[src/rtl/switch_pulse_sequencer.sv]
// switch_pulse_sequencer
// Drives one photonic-switch control line with a programmable burst:
// an optional initial delay, then n_pulses high pulses of on_us ticks
// separated by off_us-tick gaps. All phase lengths are counted in
// en_1MHz ticks while the logic itself runs on the fast system clock.

module switch_pulse_sequencer #(
  parameter int TW = 8,
  parameter int NW = 8
) (
  input  logic          clk,
  input  logic          reset_n,
  input  logic          en_1MHz,
  input  logic          start,
  input  logic          abort,
  input  logic [TW-1:0] delay_us,
  input  logic [TW-1:0] on_us,
  input  logic [TW-1:0] off_us,
  input  logic [NW-1:0] n_pulses,
  output logic          sw_out,
  output logic          busy,
  output logic          done,
  output logic [NW-1:0] pulse_cnt
);

  typedef enum logic [2:0] {
    S_IDLE  = 3'd0,
    S_DELAY = 3'd1,
    S_ON    = 3'd2,
    S_GAP   = 3'd3,
    S_DONE  = 3'd4
  } state_t;

  localparam logic [TW-1:0] ONE_T = TW'(1);
  localparam logic [NW-1:0] ONE_N = NW'(1);

  state_t        state, state_nx;
  logic [TW-1:0] tick_cnt, tick_cnt_nx;
  logic [NW-1:0] pulse_cnt_nx;
  logic [TW-1:0] lat_delay, lat_on, lat_off;
  logic [TW-1:0] lat_delay_nx, lat_on_nx, lat_off_nx;
  logic [NW-1:0] lat_n, lat_n_nx;
  logic [TW-1:0] phase_len;
  logic          phase_last;
  logic [NW-1:0] pulse_inc;
  logic          accept;

  // Length of the phase currently being timed and whether this tick ends it
  always_comb begin
    phase_len = '0;
    case (state)
      S_DELAY: phase_len = lat_delay;
      S_ON:    phase_len = lat_on;
      S_GAP:   phase_len = lat_off;
      default: phase_len = '0;
    endcase
    phase_last = en_1MHz && (tick_cnt == (phase_len - ONE_T));
    pulse_inc  = pulse_cnt + ONE_N;
    accept     = start && (n_pulses != '0) && (on_us != '0);
  end

  // Next-state, counter and configuration-latch logic; abort has final say
  always_comb begin
    state_nx     = state;
    tick_cnt_nx  = tick_cnt;
    pulse_cnt_nx = pulse_cnt;
    lat_delay_nx = lat_delay;
    lat_on_nx    = lat_on;
    lat_off_nx   = lat_off;
    lat_n_nx     = lat_n;

    case (state)
      S_IDLE: begin
        if (accept) begin
          lat_delay_nx = delay_us;
          lat_on_nx    = on_us;
          lat_off_nx   = off_us;
          lat_n_nx     = n_pulses;
          pulse_cnt_nx = '0;
          tick_cnt_nx  = '0;
          state_nx     = (delay_us != '0) ? S_DELAY : S_ON;
        end
      end

      S_DELAY: begin
        if (en_1MHz) begin
          if (phase_last) begin
            tick_cnt_nx = '0;
            state_nx    = S_ON;
          end else begin
            tick_cnt_nx = tick_cnt + ONE_T;
          end
        end
      end

      S_ON: begin
        if (en_1MHz) begin
          if (phase_last) begin
            tick_cnt_nx  = '0;
            pulse_cnt_nx = pulse_inc;
            if (pulse_inc == lat_n) begin
              state_nx = S_DONE;
            end else if (lat_off != '0) begin
              state_nx = S_GAP;
            end else begin
              state_nx = S_ON;
            end
          end else begin
            tick_cnt_nx = tick_cnt + ONE_T;
          end
        end
      end

      S_GAP: begin
        if (en_1MHz) begin
          if (phase_last) begin
            tick_cnt_nx = '0;
            state_nx    = S_ON;
          end else begin
            tick_cnt_nx = tick_cnt + ONE_T;
          end
        end
      end

      S_DONE: begin
        tick_cnt_nx = '0;
        state_nx    = S_IDLE;
      end

      default: begin
        tick_cnt_nx = '0;
        state_nx    = S_IDLE;
      end
    endcase

    if (abort && (state != S_IDLE)) begin
      state_nx     = S_IDLE;
      tick_cnt_nx  = '0;
      pulse_cnt_nx = pulse_cnt;
    end
  end

  // State, counters, latched configuration and registered outputs
  always_ff @(posedge clk) begin
    if (!reset_n) begin
      state     <= S_IDLE;
      tick_cnt  <= '0;
      pulse_cnt <= '0;
      lat_delay <= '0;
      lat_on    <= '0;
      lat_off   <= '0;
      lat_n     <= '0;
      sw_out    <= 1'b0;
      busy      <= 1'b0;
      done      <= 1'b0;
    end else begin
      state     <= state_nx;
      tick_cnt  <= tick_cnt_nx;
      pulse_cnt <= pulse_cnt_nx;
      lat_delay <= lat_delay_nx;
      lat_on    <= lat_on_nx;
      lat_off   <= lat_off_nx;
      lat_n     <= lat_n_nx;
      sw_out    <= (state_nx == S_ON);
      busy      <= (state_nx != S_IDLE);
      done      <= (state_nx == S_DONE);
    end
  end

endmodule
[config.mk]
export PLATFORM = sky130hd
export DESIGN_NAME = switch_pulse_sequencer
export DESIGN_NICKNAME = d
export VERILOG_FILES = /design/src/rtl/switch_pulse_sequencer.sv
export SDC_FILE = /design/constraint.sdc
export NUM_CORES = 1
export LEC_CHECK = 0
export BUFFER_PORTS_ARGS = -buffer_cell sky130_fd_sc_hd__clkbuf_2
export CORE_UTILIZATION = 59
export CTS_BUF_LIST = sky130_fd_sc_hd__clkbuf_4 sky130_fd_sc_hd__clkbuf_8
export CTS_CLUSTER_SIZE = 20
export DETAILED_ROUTE_END_ITERATION = 10
export PLACE_DENSITY = 0.89
export SYNTH_ARGS = -nofsm -noshare
export SYNTH_HDL_FRONTEND = slang
export SYNTH_SLANG_ARGS = --single-unit
export TNS_END_PERCENT = 50
[constraint.sdc]
create_clock -name clk -period 3.8 [get_ports clk]
set_input_delay 0.38 -clock clk [delete_from_list [all_inputs] [get_ports clk]]
set_output_delay 0.38 -clock clk [all_outputs]
set_load 0.05 [all_outputs]
# == Yosys cells after proc, flatten, opt, wreduce, memory -nomap -nowiden ==
# Index checks and enable logic that the tools add are counted.
# totals
ff_bits,54
input_bits,37
# classes
addsub,3
n_eq_ne,11
mux,18
n_bitwise,2
reduce_logical,18
# op_table
operator,n
8-bit two-way mux,5
8-bit one-hot mux with 2 select lines,2
8-bit nonzero test,4
8-bit one-hot mux with 3 select lines,1
3-bit two-way mux,7
8-bit by 1-bit adder with 8-bit output (second input constant),2
8-bit == test,2
3-bit by 2-bit == test with 1-bit output (second input constant),3
3-bit one-hot mux with 3 select lines,1
8-bit by 1-bit subtractor with 8-bit output (second input constant),1
2-bit != test (second input constant),3
3-bit nonzero test,2
5-bit AND reduction,1
1-bit logical AND,4
2-bit AND reduction,2
2-bit OR reduction,2
3-bit by 1-bit == test with 1-bit output (second input constant),1
3-bit == test (second input constant),1
3-bit zero test,1
3-bit OR reduction,1
2-bit two-way mux,1
2-bit by 1-bit != test with 1-bit output (second input constant),1
1-bit inverter,2
2-bit nonzero test,1
1-bit two-way mux,1

# == Logic depth before layout (Yosys ltp) ==
# Gate-level depths: netlist of the first run.
# depth
ltp_word,10
depth_mapped,14
mapped_depth_nobuf,11

# == Worst setup path after synthesis of the first run ==
# OpenSTA, ideal clock, no wires.
# synth_timing
path_type,register -> register
from,register state[1]
to,register busy
setup_ps,142
arrival_time_ps,2855
required_ps,3658
setup_slack_ps,804
stages_incl_launch_ff,14
synth_period_minus_slack_ps,2996
path_cell_list,dfxtp_1 clkbuf_1 nor2b_2 a32oi_1 ha_1 xor2_1 nand2_1 a211o_1 a211o_1 a211oi_2 buf_6 a21oi_1 o31ai_2 o221ai_1
# synth_between
elab_chain_len,10
elab_cells_between_ends,19
cone_classes,add/sub: 1; eq/ne: 4; mux: 8; reduce/logical: 6
# synth_rtl
item,line,source
start: declaration,37,"state_t state, state_nx;"
start signal: assignment,157,state <= state_nx;
3-bit by 2-bit == test with 1-bit output / 3-bit by 1-bit == test with 1-bit output (equally long branches),"51, 72",
8-bit one-hot mux with 3 select lines,51,case (state)
8-bit by 1-bit subtractor with 8-bit output,57,phase_last = en_1MHz && (tick_cnt == (phase_len - ONE_T));
8-bit == test,57,
1-bit logical AND,57,
"3-bit two-way mux, on equally long branches","87, 116, 98",
"3-bit two-way mux, on equally long branches","86, 97",
3-bit one-hot mux with 3 select lines,72,case (state)
3-bit two-way mux (*),136,if (abort && (state != S_IDLE)) begin
3-bit nonzero test (*),165,busy <= (state_nx != S_IDLE);
end signal: assignment,165,
end: declaration,21,"output logic busy,"
# Mark *: on every way between the ends. The rest lies on a longest branch, timed or not.
# A chain may end at the register's enable or synchronous reset.

# == Final worst setup path of the first run ==
# layout_timing
from,register state[2]
to,register busy
# The elaborated chain is that of the path after synthesis.

==> impl_metrics.toml, run 1 <==
[status]
status = "finished clean"

[flow_run]
cap_viol_max_count = 0

[global_routing]
grt_pass1_wl_um = 11400
use_met3_pct = 4.80
gr-total-overflow = 0
grtUsageMet2_pct = 44.4
first_global_vias = 2500
grt_util_met1_pct = 36.7
grt_max_degree = 43
grt_use_total_pct = 27.2
antenna_found_initial = 0
busiest_layer = "met2"

[synthesis]
synth_cell_type_count = 57
synth_common_cells = "nand2_1 (86), dfxtp_1 (54), a21boi_0 (32), nor2_1 (18), nand3_1 (16)"
yosysMostFrequentCell = "nand2_1"
syn_inst = 373
ys_top_cells_by_area = "dfxtp_1 (36%), nand2_1 (11%), a21boi_0 (7.9%)"
yosys_warnings = 0
syn_avg_cell_area_um2 = 8.10
synth.cell_area_um2 = 3020
synth_seq_cells = 54
synth_edf_count = 0
synth.net_count = 413
ys_seq_area_share_pct = 35.8
yosysTopAreaCellShare_pct = 35.8
ys.flop_type = "dfxtp_1"
async_reset_ff_share_pct = 0
synth_top_area_cell = "dfxtp_1"

[critical_path]
worstSetupPathType = "flop to flop"
worstPathCellList = "inv_1, a32oi_1, ha_1, xor2_1, nand2_1, a211o_1, a211o_1, a211oi_2, buf_4, a21oi_1, o31ai_2, o221ai_1"
start_kind = "flop"
critPathTopFamily = "compound AO/OA/AOI/OAI gates"
cpMostUsedCell = "a211o_1"
end_kind = "flop"
crit_path_top_delay_cell = "dfxtp_1"
cp_max_fo = 11
critPathRequiredTime_ns = 3.97
cp_num_buf_inv = 2
crit_arrival_ns = 3.70
max_stage_delay_ns = 0.59

[clock_tree]
cts_buffers = 5
clock-sinks = 54
cts_setup_buffers = 0
clock_latency_ns = 0.31
path_clk_slew_ns = 0.10
cts_tree = "done"
cts_buffer_depth = 2
h-tree-depth = 2
cts-root-buf = "clkbuf_8"

[die]
io_pins = 48
initial_core_util_pct = 62.8
row_count = 25
core-area_um2 = 4820
die_h_um = 73.6
die_area_um2 = 5410
fp.dieW_um = 73.6

[final_layout]
utilization_pct = 70.5
syn2layout_area_growth_pct = 12.4
fin_nets = 453
drive_gt1_share_pct = 18.8
diodes = 0

[routing]
via_per_inst = 5.88
drtPass1Iterations = 5
post-route-drc-count = 0
avgRoutedWirePerCell_um = 14.7
dr.first_iter.drc_count = 218
ant_nets = 0
vias = 2829
drt_wl_total_um = 7060

[timing]
maxSlewViolCount = 0
setup_viol = 0
hold_viol = 0
rsz0062_at_grt = "no"
holdWs_ns = 0.294
fmax_mhz = 283
maxSlewHeadroom_pct = 41.7
worstMarginPinSlew_ns = 0.868
fin_crit_sh_pct = 92.9
fin_tns_setup_ns = 0
finalCriticalPeriod_ns = 3.53
fin_skew_ns = 0.00386

[pwr]
powerDensity_nw_per_um2 = 348
leakage_nw = 1.32
ir_drop_mv = 0.254

[place]
io_buffers = 47
dp_hpwl_um = 5190
routabilityCongestion = 0.930

[hold_path]
hp-class = "input port to flop"
[sequential cells by signal, summed over array words and instances (netlist names)]
signal / cells
pulse_cnt: 8
lat_delay: 8
done: 1
sw_out: 1
lat_on: 8
lat_off: 8
tick_cnt: 8
state: 3
busy: 1
lat_n: 8
[worst register-to-register path: stages, from the launching register on]
cell and delay, ns:
dfxtp_1 0.59, inv_1 0.32, a32oi_1 0.46, ha_1 0.32, xor2_1 0.16, nand2_1 0.07
a211o_1 0.27, a211o_1 0.25, a211oi_2 0.16, buf_4 0.21, a21oi_1 0.10, o31ai_2 0.30
o221ai_1 0.19
[stage by stage]
step / cell area, µm² / power (mW) / instances / setup slack [ns]
2_1_floorplan: 3020 / 0.739 / 373 / 0.804
3_3_place_gp: 3280 / 0.782 / 473 / 0.445
3_5_place_dp: 3280 / 0.789 / 473 / 0.230
4_1_cts: 3400 / 1.18 / 481 / 0.188
5_1_grt: 3400 / 1.22 / 481 / 0.0830
6_report: 3400 / 1.18 / 481 / 0.271
[final cells by class]
cell class	instances	area, µm²
Multi-Input combinational cell	292	1810
Fill cell	409	1420
Sequential cell	54	1080
Timing Repair Buffer	52	273
Tap cell	67	83.8
Clock buffer	5	68.8
Clock inverter	3	48.8
Inverter	8	30.0
[worst paths after layout]
kind         slack, ns         end  cells past startpoint      start
max               0.27        busy                     12   state[2]
min               0.29  lat_off[3]                      3  off_us[3]
max reg2reg       0.27        busy                     12   state[2]
min reg2reg       0.47   lat_on[5]                      2  lat_on[5]
[power by group]
group          switching, mW  total [mW]  internal, mW
Combinational         0.0943       0.163        0.0691
Clock                  0.201       0.402         0.201
Sequential            0.0245       0.615         0.591
[metal layers]
metal / vias to the layer above / part of all wire (%)
met4: 0 / 1.5
met5: - / 0
met1: 1286 / 45
met3: 16 / 6.1
met2: 126 / 48
li1: 1401 / -
[layout by cell type (no fill, tap or decap), types with 4 or more instances in the layout]
cell type	synthesis	final
nand3_1	16	16
and3_1	4	4
o21ai_0	14	14
buf_4	0	5
inv_1	8	8
nor2_1	18	17
clkbuf_2	0	47
nand2_1	86	86
xnor2_1	8	8
a21oi_1	9	9
xor2_1	11	11
nand2b_1	6	6
or3_1	7	7
a21boi_0	32	32
clkbuf_8	0	5
o21ai_1	4	4
nor4_1	10	10
dfxtp_1	54	53
nor3_1	4	4
[repair_timing]
action / CTS / global route
setup endpoints to repair: 0 / 7
resized for setup: 0 / 1
hold buffers: 0 / 0
[cell families (layout without fill, tap and decap cells)]
family,count (synthesis),in the layout,share of synthesized area (%)
AOI/OAI and AO/OA,93,93,23.3
xor gates and xnor gates,19,19,5.50
adders and majority gates,3,3,1.24
buffers and inverters,27,68,4.39
DFF,54,54,35.8
muxes,10,10,3.89
and+or+nand+nor,167,167,26.0
Note: power is estimated with default switching activity, not from simulation.
==> run 2, diff against run 1 <==
--- a/config.mk
+++ b/config.mk
@@ -5,12 +5,12 @@
 export SDC_FILE = /design/constraint.sdc
 export NUM_CORES = 1
 export LEC_CHECK = 0
-export BUFFER_PORTS_ARGS = -buffer_cell sky130_fd_sc_hd__clkbuf_2
-export CORE_UTILIZATION = 59
+export CORE_UTILIZATION = 65
 export CTS_BUF_LIST = sky130_fd_sc_hd__clkbuf_4 sky130_fd_sc_hd__clkbuf_8
 export CTS_CLUSTER_SIZE = 20
 export DETAILED_ROUTE_END_ITERATION = 10
-export PLACE_DENSITY = 0.89
+export DONT_BUFFER_PORTS = 1
+export PLACE_DENSITY = 0.87
 export SYNTH_ARGS = -nofsm -noshare
 export SYNTH_HDL_FRONTEND = slang
 export SYNTH_SLANG_ARGS = --single-unit
==> impl_metrics.toml, run 2 (same netlist as run 1, synthesis figures left out) <==
[final_layout]
mostFrequentLayoutCell = "nand2_1"
syn2layout_area_growth_pct = 4.97
mostFrequentLayoutCells = "nand2_1 (86), dfxtp_1 (54), a21boi_0 (32)"
utilization_pct = 71.9
final_area_um2 = 3170
diodes = 0
fin_nets = 410
drive_gt1_share_pct = 9.16
fillers = 347

[status]
status = "finished clean"

[place]
place_area_um2 = 3060
io_buffers = 0
post-place-ws_ns = 0.319
dp_hpwl_um = 5100
routabilityCongestion = 0.909

[pwr]
total_power_mw = 1.16
powerDensity_nw_per_um2 = 366
ir_drop_mv = 0.326
leakage_nw = 1.14

[timing]
fin_crit_sh_pct = 94.0
maxSlewViolCount = 0
hold_viol = 0
finalCriticalPeriod_ns = 3.57
worstMarginPinSlew_ns = 0.989
fin_skew_ns = 0.00892
fin_tns_setup_ns = 0
fmax_mhz = 280
rsz0062_at_grt = "no"
finalWorstSetupSlack_ns = 0.227
setup_viol = 0
maxSlewHeadroom_pct = 33.6

[global_routing]
antenna_found_initial = 0
grt_pass1_wl_um = 11700
gr-total-overflow = 0
grt_max_degree = 43
grt_use_total_pct = 29.7
first_global_vias = 2426

[critical_path]
crit_arrival_ns = 3.77
start_kind = "flop"
max_stage_delay_ns = 0.72
crit_path_top_delay_cell = "dfxtp_1"
critPathRequiredTime_ns = 4.00
cp-startpoint = "state[0]"
worstPathCellList = "mux2_1, a32oi_1, ha_1, inv_1, xnor2_1, a211o_1, a211o_1, a211oi_2, buf_4, a21oi_1, o31ai_2, o221ai_1"
crit_path_end = "busy"
cp_max_fo = 16
reg2reg_depth = 12
r2r-end = "busy"
worstSetupPathType = "flop to flop"
cpMostUsedCell = "a211o_1"
end_kind = "flop"
r2r_slack_ns = 0.23
regToRegStartpoint = "state[0]"

[clock_tree]
clock-sinks = 54
cts_tree = "done"
cts-root-buf = "clkbuf_8"
clock_latency_ns = 0.32
cts_setup_buffers = 0
cts_buffer_depth = 2
path_clk_slew_ns = 0.11
hold_buffers = 0
cts_buffers = 5
ctsResizeCount = 0
h-tree-depth = 2

[die]
row_count = 24
core-area_um2 = 4410
die_h_um = 70.2
initial_core_util_pct = 68.5
die_area_um2 = 4930
fp.dieW_um = 70.2
io_pins = 48

[hold_path]
hp-class = "input port to flop"

[routing]
drtPass1Iterations = 5
dr.first_iter.drc_count = 206
vias = 2730
via_per_inst = 6.45
post-route-drc-count = 0
drt_wl_total_um = 7000
avgRoutedWirePerCell_um = 16.5
ant_nets = 0

[flow_run]
cap_viol_max_count = 0
-- run 2: changes by cell type in the layout (fill, tap and decap cells not counted) --
cell      change
clkbuf_2     -47
buf_4         +4
dfxtp_1       +1
dfxtp_2       -1
-- run 2: worst min-delay path by stage --
stage | from | end | slack, ns | cells past startpoint
after detailed placement | lat_on[4] | lat_on[4] | 0.46 | 2
after CTS | n_pulses[1] | lat_n[1] | 0.19 | 2
after global placement | lat_on[5] | lat_on[5] | 0.45 | 2
final | n_pulses[2] | lat_n[2] | 0.19 | 2
after global routing | on_us[2] | lat_on[2] | 0.18 | 2
after floorplan | lat_on[3] | lat_on[3] | 0.44 | 2
-- run 2: final cells by class --
cell class	count	area, µm²	share of cell area, %
inverter	8	30.0	0.946
tap	52	65.1	2.05
multi-input combinational	292	1810	57.1
sequential	54	1080	34.1
clock buffer	5	68.8	2.17
timing repair buffer	9	67.6	2.13
clock inverter	3	48.8	1.54
-- run 2: worst max-delay path, delay by kind of cell (launching register included) --
family	cells	cell delay, ns
xor+xnor	1	0.13
fa+ha+maj	1	0.30
compound gates	7	1.61
flops	1	0.72
buf+inv	2	0.30
mux	1	0.38
-- run 2: routing by layer --
metal | GRT usage [%] | vias up | wire length [µm]
met3 | 7.94 | 11 | 573
met2 | 44.8 | 110 | 3160
met5 | 0 | - | 0
met4 | 9.78 | 0 | 122
li1 | - | 1313 | -
met1 | 41.4 | 1296 | 3140
-- run 2: where the power goes --
part	internal [mW]	total, mW	switching (mW)
registers	0.591	0.619	0.0280
logic	0.0556	0.131	0.0754
clock network	0.201	0.412	0.211
-- run 2: stage by stage --
step,instances,hold slack [ns]
floorplan,373,0.439
global placement,415,0.447
detailed placement,415,0.458
CTS,423,0.189
global route,423,0.184
finish,423,0.189
